**config.mk**
```make
export PLATFORM = sky130hd
export DESIGN_NAME = dram_req_arbiter
export DESIGN_NICKNAME = d
export VERILOG_FILES = /design/src/rtl/dram_req_arbiter.sv
export SDC_FILE = /design/constraint.sdc
export NUM_CORES = 1
export LEC_CHECK = 0
export BUFFER_PORTS_ARGS = -buffer_cell sky130_fd_sc_hd__buf_2
export CORE_AREA = 4 4 362 364
export CTS_CLUSTER_DIAMETER = 120
export DETAILED_ROUTE_END_ITERATION = 10
export DIE_AREA = 0 0 366 368
export PLACE_DENSITY = 0.31
export SKIP_CTS_REPAIR_TIMING = 1
export SLEW_MARGIN = 10
export SYNTH_ARGS = -nofsm -noshare
export SYNTH_HDL_FRONTEND = slang
export SYNTH_SLANG_ARGS = --single-unit
```
**constraint.sdc**
```tcl
create_clock -name clk -period 6.3 [get_ports clk]
set_input_delay 0.315 -clock clk [delete_from_list [all_inputs] [get_ports clk]]
set_output_delay 0.315 -clock clk [all_outputs]
set_load 0.1 [all_outputs]
```
**src/rtl/dram_req_arbiter.sv**
```systemverilog
// Round-robin arbiter merging scratchpad backend beats into one DRAM request queue.
// Multi-beat bursts hold the grant; per-requester credit counters limit outstanding bursts.
module dram_req_arbiter #(
  parameter int NUM_REQ         = 2,
  parameter int DRAM_ADDR_WIDTH = 32,
  parameter int DRAM_ID_WIDTH   = 8,
  parameter int COL_IDX_WIDTH   = 5,
  parameter int DATA_WIDTH      = 256,
  parameter int MAX_OUTSTANDING = 4,
  localparam int SRC_W = (NUM_REQ > 1) ? $clog2(NUM_REQ) : 1,
  localparam int TAG_W = SRC_W + DRAM_ID_WIDTH
) (
  input  logic                             clk,
  input  logic                             rst,
  input  logic [NUM_REQ-1:0]               req_valid,
  output logic [NUM_REQ-1:0]               req_ready,
  input  logic [NUM_REQ-1:0]               req_write,
  input  logic [NUM_REQ-1:0]               req_last,
  input  logic [NUM_REQ*DRAM_ADDR_WIDTH-1:0] req_addr,
  input  logic [NUM_REQ*DRAM_ID_WIDTH-1:0] req_id,
  input  logic [NUM_REQ*COL_IDX_WIDTH-1:0] req_nbytes,
  input  logic [NUM_REQ*DATA_WIDTH-1:0]    req_wdata,
  output logic                             dram_req_valid,
  output logic                             dram_req_write,
  output logic                             dram_req_last,
  output logic [DRAM_ADDR_WIDTH-1:0]       dram_req_addr,
  output logic [TAG_W-1:0]                 dram_req_id,
  output logic [COL_IDX_WIDTH-1:0]         dram_req_nbytes,
  output logic [DATA_WIDTH-1:0]            dram_req_wdata,
  input  logic                             dram_be_stall,
  input  logic                             dram_rsp_valid,
  input  logic [TAG_W-1:0]                 dram_rsp_id,
  output logic [NUM_REQ-1:0]               rsp_valid,
  output logic [DRAM_ID_WIDTH-1:0]         rsp_id,
  output logic                             err
);

  localparam int CNT_W = $clog2(MAX_OUTSTANDING + 1);

  typedef enum logic {
    IDLE,
    LOCKED
  } state_t;

  state_t            state;
  logic [SRC_W-1:0]  owner;
  logic [SRC_W-1:0]  rr_ptr;
  logic [CNT_W-1:0]  cnt [NUM_REQ];

  logic              load_ok;
  logic [NUM_REQ-1:0] elig;
  logic              gnt_vld;
  logic [SRC_W-1:0]  gnt_idx;
  logic [SRC_W-1:0]  nxt_ptr;
  int                sel;
  int                p;
  logic              accept;
  logic              acc_last;
  logic [SRC_W-1:0]  tag;
  logic              tag_ok;
  logic [NUM_REQ-1:0] cnt_zero;

  assign load_ok = !dram_req_valid || !dram_be_stall;
  assign sel     = int'(gnt_idx);

  always_comb begin
    elig     = '0;
    cnt_zero = '0;
    for (int i = 0; i < NUM_REQ; i++) begin
      elig[i]     = req_valid[i] && (cnt[i] < CNT_W'(MAX_OUTSTANDING));
      cnt_zero[i] = (cnt[i] == '0);
    end
  end

  // A locked burst keeps the owner; otherwise scan from rr_ptr with wrap.
  always_comb begin
    gnt_vld = 1'b0;
    gnt_idx = '0;
    p       = 0;
    if (state == LOCKED) begin
      gnt_vld = 1'b1;
      gnt_idx = owner;
    end else begin
      for (int k = 0; k < NUM_REQ; k++) begin
        p = int'(rr_ptr) + k;
        if (p >= NUM_REQ) p = p - NUM_REQ;
        if (!gnt_vld && elig[p]) begin
          gnt_vld = 1'b1;
          gnt_idx = SRC_W'(p);
        end
      end
    end
  end

  always_comb begin
    req_ready = '0;
    if (gnt_vld && load_ok) req_ready[sel] = 1'b1;
  end

  assign accept   = gnt_vld && load_ok && req_valid[sel];
  assign acc_last = accept && req_last[sel];
  assign nxt_ptr  = (sel == NUM_REQ - 1) ? '0 : gnt_idx + 1'b1;

  assign tag    = dram_rsp_id[TAG_W-1 -: SRC_W];
  assign tag_ok = int'(tag) < NUM_REQ;
  assign rsp_id = dram_rsp_id[DRAM_ID_WIDTH-1:0];

  always_comb begin
    rsp_valid = '0;
    if (dram_rsp_valid && tag_ok) rsp_valid[tag] = 1'b1;
  end

  always_ff @(posedge clk) begin
    if (rst) begin
      state           <= IDLE;
      owner           <= '0;
      rr_ptr          <= '0;
      err             <= 1'b0;
      dram_req_valid  <= 1'b0;
      dram_req_write  <= 1'b0;
      dram_req_last   <= 1'b0;
      dram_req_addr   <= '0;
      dram_req_id     <= '0;
      dram_req_nbytes <= '0;
      dram_req_wdata  <= '0;
      for (int i = 0; i < NUM_REQ; i++) cnt[i] <= '0;
    end else begin
      if (load_ok) begin
        dram_req_valid <= accept;
        if (accept) begin
          dram_req_write  <= req_write[sel];
          dram_req_last   <= req_last[sel];
          dram_req_addr   <= req_addr[sel*DRAM_ADDR_WIDTH +: DRAM_ADDR_WIDTH];
          dram_req_id     <= {gnt_idx, req_id[sel*DRAM_ID_WIDTH +: DRAM_ID_WIDTH]};
          dram_req_nbytes <= req_nbytes[sel*COL_IDX_WIDTH +: COL_IDX_WIDTH];
          dram_req_wdata  <= req_wdata[sel*DATA_WIDTH +: DATA_WIDTH];
        end
      end
      if (accept) begin
        if (req_last[sel]) begin
          state  <= IDLE;
          rr_ptr <= nxt_ptr;
        end else if (state == IDLE) begin
          state <= LOCKED;
          owner <= gnt_idx;
        end
      end
      // Issue and completion in one cycle cancel; never underflow.
      for (int i = 0; i < NUM_REQ; i++) begin
        if (acc_last && sel == i && !rsp_valid[i])
          cnt[i] <= cnt[i] + 1'b1;
        else if (rsp_valid[i] && !(acc_last && sel == i) && !cnt_zero[i])
          cnt[i] <= cnt[i] - 1'b1;
      end
      if (dram_rsp_valid && (!tag_ok || |(rsp_valid & cnt_zero)))
        err <= 1'b1;
    end
  end

endmodule

```
==> reports/results.tsv, run 1 <==
stage	metric	value	unit
clock_tree	CTS tree	done	
grt	initial antenna violation count	25	
logic_synthesis	synth unique cells	41	
run_status	status	completed	
pwr	Power per Cell Area	375.2	nW/um2
finish	fin nets	3766	
hold_path	Worst Hold Depth	3	
pwr	Internal	5.092	mW
sta	final worst path period need	3.815	ns
critical_path	reg2reg start	cnt[1][2]	
grt	number of global-route vias before repair	16260	
critical_path	CP Max Fanout	166	
clock_tree	worst skew pair latency	0.59	ns
grt	maximum number of pins on one net before global-route repair	185	
die	area of the core	127400	um2
critical_path	WP data arrival	4.34	ns
die	io pins	939	
hold_path	Hold Crit Class	input port to register	
sta	final setup vio count	0	
pwr	part of the power in registers	0.255	
drt	DR vias/cell	3.790	
pwr	NetSw	4.971	mW
logic_synthesis	Mapped Nets	2416	
logic_synthesis	Synth Warn #	0	
clock_tree	clock slew at reported path FFs	0.06	ns
drt	Via Count	18370	
logic_synthesis	Mapped Avg Cell Area	7.706	um2
drt	Routed WL	87890	um
sta	worst-margin pin slew	1.033	ns
sta	final-report max-slew violation count	0	
sta	Setup TNS Final	0	ns
logic_synthesis	synthesized instance count	1791	
logic_synthesis	ranking of synthesized cells by area	dfxtp_1 45%, a311oi_1 19%, nand2_1 17%	
logic_synthesis	ys async rst share	0	
die	die height	368	um
sta	period utilization	0.6055	
clock_tree	CTS Root Buffer Type	clkbuf_16	
logic_synthesis	FF+latch count, synth	315	
finish	share of cells above drive strength 1	0.3184	
die	Die X	366	um
drt	DRC	0	
critical_path	Worst EP required	6.83	ns
clock_tree	htree depth	2	
sta	RSZ-0062 raised after global routing	no	
critical_path	internal reg-to-reg setup slack	2.49	ns
clock_tree	clock sinks	315	
die	die area	134700	um2
sta	Final Hold Viols	0	
pwr	clock power share	0.256	
logic_synthesis	Post-synth EDFFs	6	
logic_synthesis	most common cell in the netlist	nand2_1	
critical_path	kind of critical path	register to register	
finish	fill count	14490	
run	# Max-Cap Violations	0	
placed_design	port bufs	922	
finish	final instance area	26820	um2
critical_path	R2R Path End	dram_req_wdata[7]	
logic_synthesis	most frequent cells after synthesis	613 x nand2_1, 316 x nor2_1, 309 x dfxtp_1	
drt	ANT nets after route	0	
drt	Initial DRC Count	640	
critical_path	cells on worst reg2reg path	9	
placed_design	final RePlAce weighted congestion	0.7983	
logic_synthesis	cell area after synthesis	13800	um2
grt	Tot GR Track Use	0.1178	
clock_tree	TritonCTS Buffers	45	
grt	global-route wire length before repair	119000	um
grt	total gr overflow	0	
critical_path	CP Capture Type	register	
drt	First-pass DRT Iterations	5	
die	starting density of the core	0.1084	
sta	max_slew headroom	0.3115	
hold_path	hold path endpoint	dram_req_wdata[223]	
placed_design	Final HPWL DP	64170	um
pwr	combinational power share	0.489	
critical_path	critical path startpoint category	register	
pwr	Net Sw Frac	0.4940	
clock_tree	Max clock buf depth	3	
finish	area added between synthesis and finish	94.33	%
placed_design	cell area after placement	19930	um2
logic_synthesis	Main synth FF type	dfxtp_1	
die	number of core rows	131	
pwr	maximum vdd drop	0.2421	mV
pwr	LEAKAGE	12.44	nW
logic_synthesis	Seq/Total Area, Yosys	0.4612	
drt	WL per Instance	18.14	um
logic_synthesis	Synth area leader	dfxtp_1	
hold_path	start point of the worst min-delay path	req_wdata[223]	
logic_synthesis	Yosys top cell area share	0.4482	
sta	Setup Skew	0.01138	ns
sta	max frequency	262.1	MHz
-- how the worst max path moves through the flow --
stage	start	endpoint	slack, ns	cells after the start
final	cnt[1][2]	dram_req_wdata[7]	2.49	9
after floorplan	cnt[1][2]	cnt[1][0]	2.66	7
after detailed placement	cnt[1][2]	dram_req_wdata[50]	3.04	8
after global routing	cnt[1][2]	dram_req_wdata[27]	2.17	9
after CTS	cnt[0][2]	req_ready[0]	2.53	5
after global placement	cnt[1][2]	dram_req_wdata[28]	3.08	8
-- state kept, by name, indices dropped and copies added, names as in the netlist --
register	count
cnt	6
dram_req_addr	32
dram_req_id	9
dram_req_last	1
dram_req_nbytes	5
dram_req_valid	1
dram_req_wdata	256
dram_req_write	1
err	1
owner	1
rr_ptr	1
state	1
-- area by class of cell --
type | count | area (um2) | share of cell area
Sequential cell | 315 | 6366 | 0.2373
Clock inverter | 5 | 53.80 | 0.002006
Inverter | 7 | 26.28 | 0.0009796
Antenna cell | 9 | 22.52 | 0.0008397
Tap cell | 1662 | 2079 | 0.07753
Multi-Input combinational cell | 1290 | 6608 | 0.2463
Clock buffer | 76 | 1396 | 0.05206
Timing Repair Buffer | 1482 | 10270 | 0.3829
-- per-layer routing --
layer	global-route usage	share of wire
met4	0.03397	0.025
met5	0	0.00036
met3	0.04673	0.079
met1	0.1346	0.40
met2	0.2030	0.49
-- worst max-delay path: stages (launching register included) --
cell and delay, ns:
edfxtp_1 0.49, nand2b_1 0.25, o31ai_4 0.22, a22oi_2 0.14, a21oi_4 0.66, buf_12 0.31
buf_12 0.45, nor2_1 0.08, a311oi_1 0.26, dlygate4sd3_1 0.59
-- cell families after synthesis --
group           count (synthesis)  synth area share
compound gates                325            0.2041
xor+xnor                        1         0.0006347
fa+ha+maj                       4          0.004170
buf+inv                       186           0.06110
flops                         315            0.4612
mux                             5          0.003717
simple gates                  955            0.2651
-- through the flow --
stage / worst slack (ns) / hold WS [ns] / power [mW] / util / std cells
finish: 2.485 / 0.01001 / 10.06 / 0.2106 / 4846
global route: 2.172 / 0.0005838 / 10.59 / 0.2105 / 4843
CTS: 2.532 / -0.1054 / 9.743 / 0.1679 / 4296
detailed placement: 3.042 / 0.4651 / 7.052 / 0.1565 / 4215
global placement: 3.084 / 0.4510 / 7.073 / 0.1565 / 4215
floorplan: 2.661 / 0.4557 / 6.067 / - / 1791
-- cell usage in the layout, fill, tap and decap left out, types with 2 or more instances in the layout --
| cell type | count |
|---|---|
| buf_2 | 921 |
| a311oi_1 | 303 |
| edfxtp_1 | 6 |
| nor2b_1 | 4 |
| nand2_1 | 613 |
| clkinv_2 | 3 |
| clkbuf_8 | 9 |
| a21boi_0 | 2 |
| nand3b_1 | 3 |
| buf_12 | 7 |
| nand2b_1 | 3 |
| clkbuf_16 | 48 |
| nand3_1 | 4 |
| ha_1 | 3 |
| a21oi_1 | 7 |
| diode_2 | 9 |
| o21ai_0 | 2 |
| dlygate4sd3_1 | 541 |
| nor3_1 | 2 |
| clkbuf_1 | 19 |
| or3_1 | 2 |
| buf_4 | 12 |
| inv_1 | 7 |
| dfxtp_1 | 309 |
| mux2i_1 | 4 |
| nor2_1 | 316 |
-- power by group through the flow --
stage / clock (mW) / sequential [mW] / combinational [mW]
2_1_floorplan: 0 / 5.02 / 1.05
3_3_place_gp: 0 / 2.62 / 4.45
3_5_place_dp: 0 / 2.61 / 4.44
4_1_cts: 2.73 / 2.58 / 4.44
5_1_grt: 2.78 / 2.61 / 5.20
6_report: 2.58 / 2.57 / 4.92
No activity file was read; power rests on OpenSTA's default activity.
==> inputs of run 2 (changes only) <==
Settings changed: CORE_AREA 4 4 362 364 to 4 4 360 362, DIE_AREA 0 0 366 368 to 0 0 364 366, PLACE_DENSITY 0.31 to 0.32.
Clock period 6.3 ns to 3.5 ns, I/O delays scaled along.
==> reports/results.tsv, run 2 (synthesis gave the netlist of run 1 again) <==
stage	metric	value	unit
finish	fill count	14390	
drt	DRC	0	
grt	number of global-route vias before repair	16290	
placed_design	port bufs	922	
clock_tree	CTS Root Buffer Type	clkbuf_16	
critical_path	CP Capture Type	register	
drt	Via Count	18850	
pwr	Power per Cell Area	661.5	nW/um2
die	die height	366	um
critical_path	slowest stage delay, CP	0.61	ns
critical_path	WP data arrival	3.90	ns
finish	fin nets	3852	
critical_path	critical path, cell by cell	nand2b_1 > o31ai_4 > a22oi_2 > a21oi_4 > buf_12 > buf_12 > nor2_1 > a311oi_1 > dlygate4sd3_1	
critical_path	Crit-path slowest cell	dlygate4sd3_1	
pwr	LEAKAGE	12.96	nW
placed_design	final RePlAce weighted congestion	0.8308	
die	area of the core	126700	um2
finish	area added between synthesis and finish	101.5	%
grt	global-route wire length before repair	118800	um
placed_design	DP Worst Slack	0.5963	ns
sta	worst-margin pin slew	1.019	ns
critical_path	kind of critical path	register to register	
sta	final setup vio count	0	
die	die area	133200	um2
sta	period utilization	0.9623	
clock_tree	Max clock buf depth	3	
finish	most common cell after layout, fill and taps aside	buf_2	
sta	post-route worst setup slack	0.1319	ns
sta	final-report max-slew violation count	0	
critical_path	Worst EP required	4.03	ns
critical_path	CP Max Fanout	58	
die	Die X	364	um
finish	Multi-input gate area	6611	um2
critical_path	most frequent CP cell	buf_12	
grt	met3 Usage GRT	0.04490	
grt	busiest layer in global routing	met2	
critical_path	reg2reg start	cnt[1][2]	
finish	share of cells above drive strength 1	0.3182	
placed_design	Final HPWL DP	66100	um
finish	Seq. cell area	6366	um2
drt	DR vias/cell	3.820	
grt	total gr overflow	0	
clock_tree	TritonCTS Buffers	45	
drt	First-pass DRT Iterations	5	
sta	max_slew headroom	0.3204	
grt	maximum number of pins on one net before global-route repair	135	
sta	Final Hold Viols	0	
grt	GRT met2 Usage	0.2004	
sta	Setup Skew	0.01743	ns
grt	initial antenna violation count	30	
die	number of core rows	131	
die	io pins	939	
die	starting density of the core	0.1089	
drt	WL per Instance	18.13	um
sta	max frequency	296.9	MHz
drt	Initial DRC Count	955	
finish	Largest Register	dram_req_wdata	
sta	final worst path period need	3.368	ns
run_status	status	completed	
hold_path	start point of the worst min-delay path	dram_be_stall	
critical_path	critical path startpoint category	register	
grt	grt met1 use	0.1431	
clock_tree	htree depth	2	
finish	biggest regs	dram_req_wdata x256, dram_req_addr x32, dram_req_id x9	
clock_tree	CTS tree	done	
finish	Final Util	0.2195	
finish	leading cell types in the layout, fill and taps excluded	921 x buf_2, 613 x nand2_1, 610 x dlygate4sd3_1	
run	# Max-Cap Violations	0	
grt	Tot GR Track Use	0.1213	
critical_path	internal reg-to-reg setup slack	0.13	ns
drt	Routed WL	89430	um
clock_tree	worst skew pair latency	0.60	ns
hold_path	Hold Crit Class	input port to register	
pwr	maximum vdd drop	0.2876	mV
clock_tree	clock slew at reported path FFs	0.06	ns
finish	Largest register FFs	256	
drt	ANT nets after route	0	
clock_tree	clock sinks	315	
critical_path	Worst setup startpoint	cnt[1][2]	
==> run 2: final cells by class <==
| type | instances | area share |
|---|---|---|
| tap | 1662 | 0.07479 |
| inverter | 7 | 0.0009450 |
| clock inverter | 13 | 0.003375 |
| sequential | 315 | 0.2290 |
| antenna | 9 | 0.0008100 |
| multi-input combinational | 1290 | 0.2378 |
| clock buffer | 69 | 0.04963 |
| timing repair buffer | 1568 | 0.4037 |
==> run 2: routing by layer <==
metal,part of all wire,wire length (um),vias to the layer above
met5,0.00093,83,-
met4,0.036,3191,14
met3,0.090,8018,156
met2,0.47,42180,687
met1,0.40,35950,8855
li1,-,-,9134
==> run 2: where the power goes <==
group / switching, mW / internal [mW] / leakage [nW]
registers: 0.373 / 4.24 / 2.62
clock network: 1.91 / 2.72 / 0.732
logic: 6.78 / 2.37 / 9.60
==> run 2: final timing paths <==
kind	end	depth (start not counted)
worst max-delay path	dram_req_wdata[23]	9
worst min-delay path	dram_req_id[8]	3
worst max register to register	dram_req_wdata[23]	9
worst min register to register	rr_ptr	2
==> run 2: critical path: cells and delay by family, from the launching register on <==
| family | cells | cell delay [ns] |
|---|---|---|
| AND/OR/NAND/NOR | 2 | 0.32 |
| AO/OA/AOI/OAI | 4 | 1.12 |
| buffers and inverters | 3 | 1.22 |
| flip-flops | 1 | 0.50 |
==> run 2: per-stage QoR <==
stage / setup TNS (ns) / instances / area (um2) / total power [mW] / hold WS [ns]
floorplan: 0 / 1791 / 13810 / 10.92 / 0.3157
global placement: 0 / 4232 / 20200 / 12.83 / 0.3507
detailed placement: 0 / 4232 / 20200 / 12.81 / 0.3507
CTS: 0 / 4314 / 21680 / 17.61 / -0.2579
global route: -0.1532 / 4928 / 27790 / 19.34 / 0.005190
finish: 0 / 4933 / 27810 / 18.39 / 0.03699
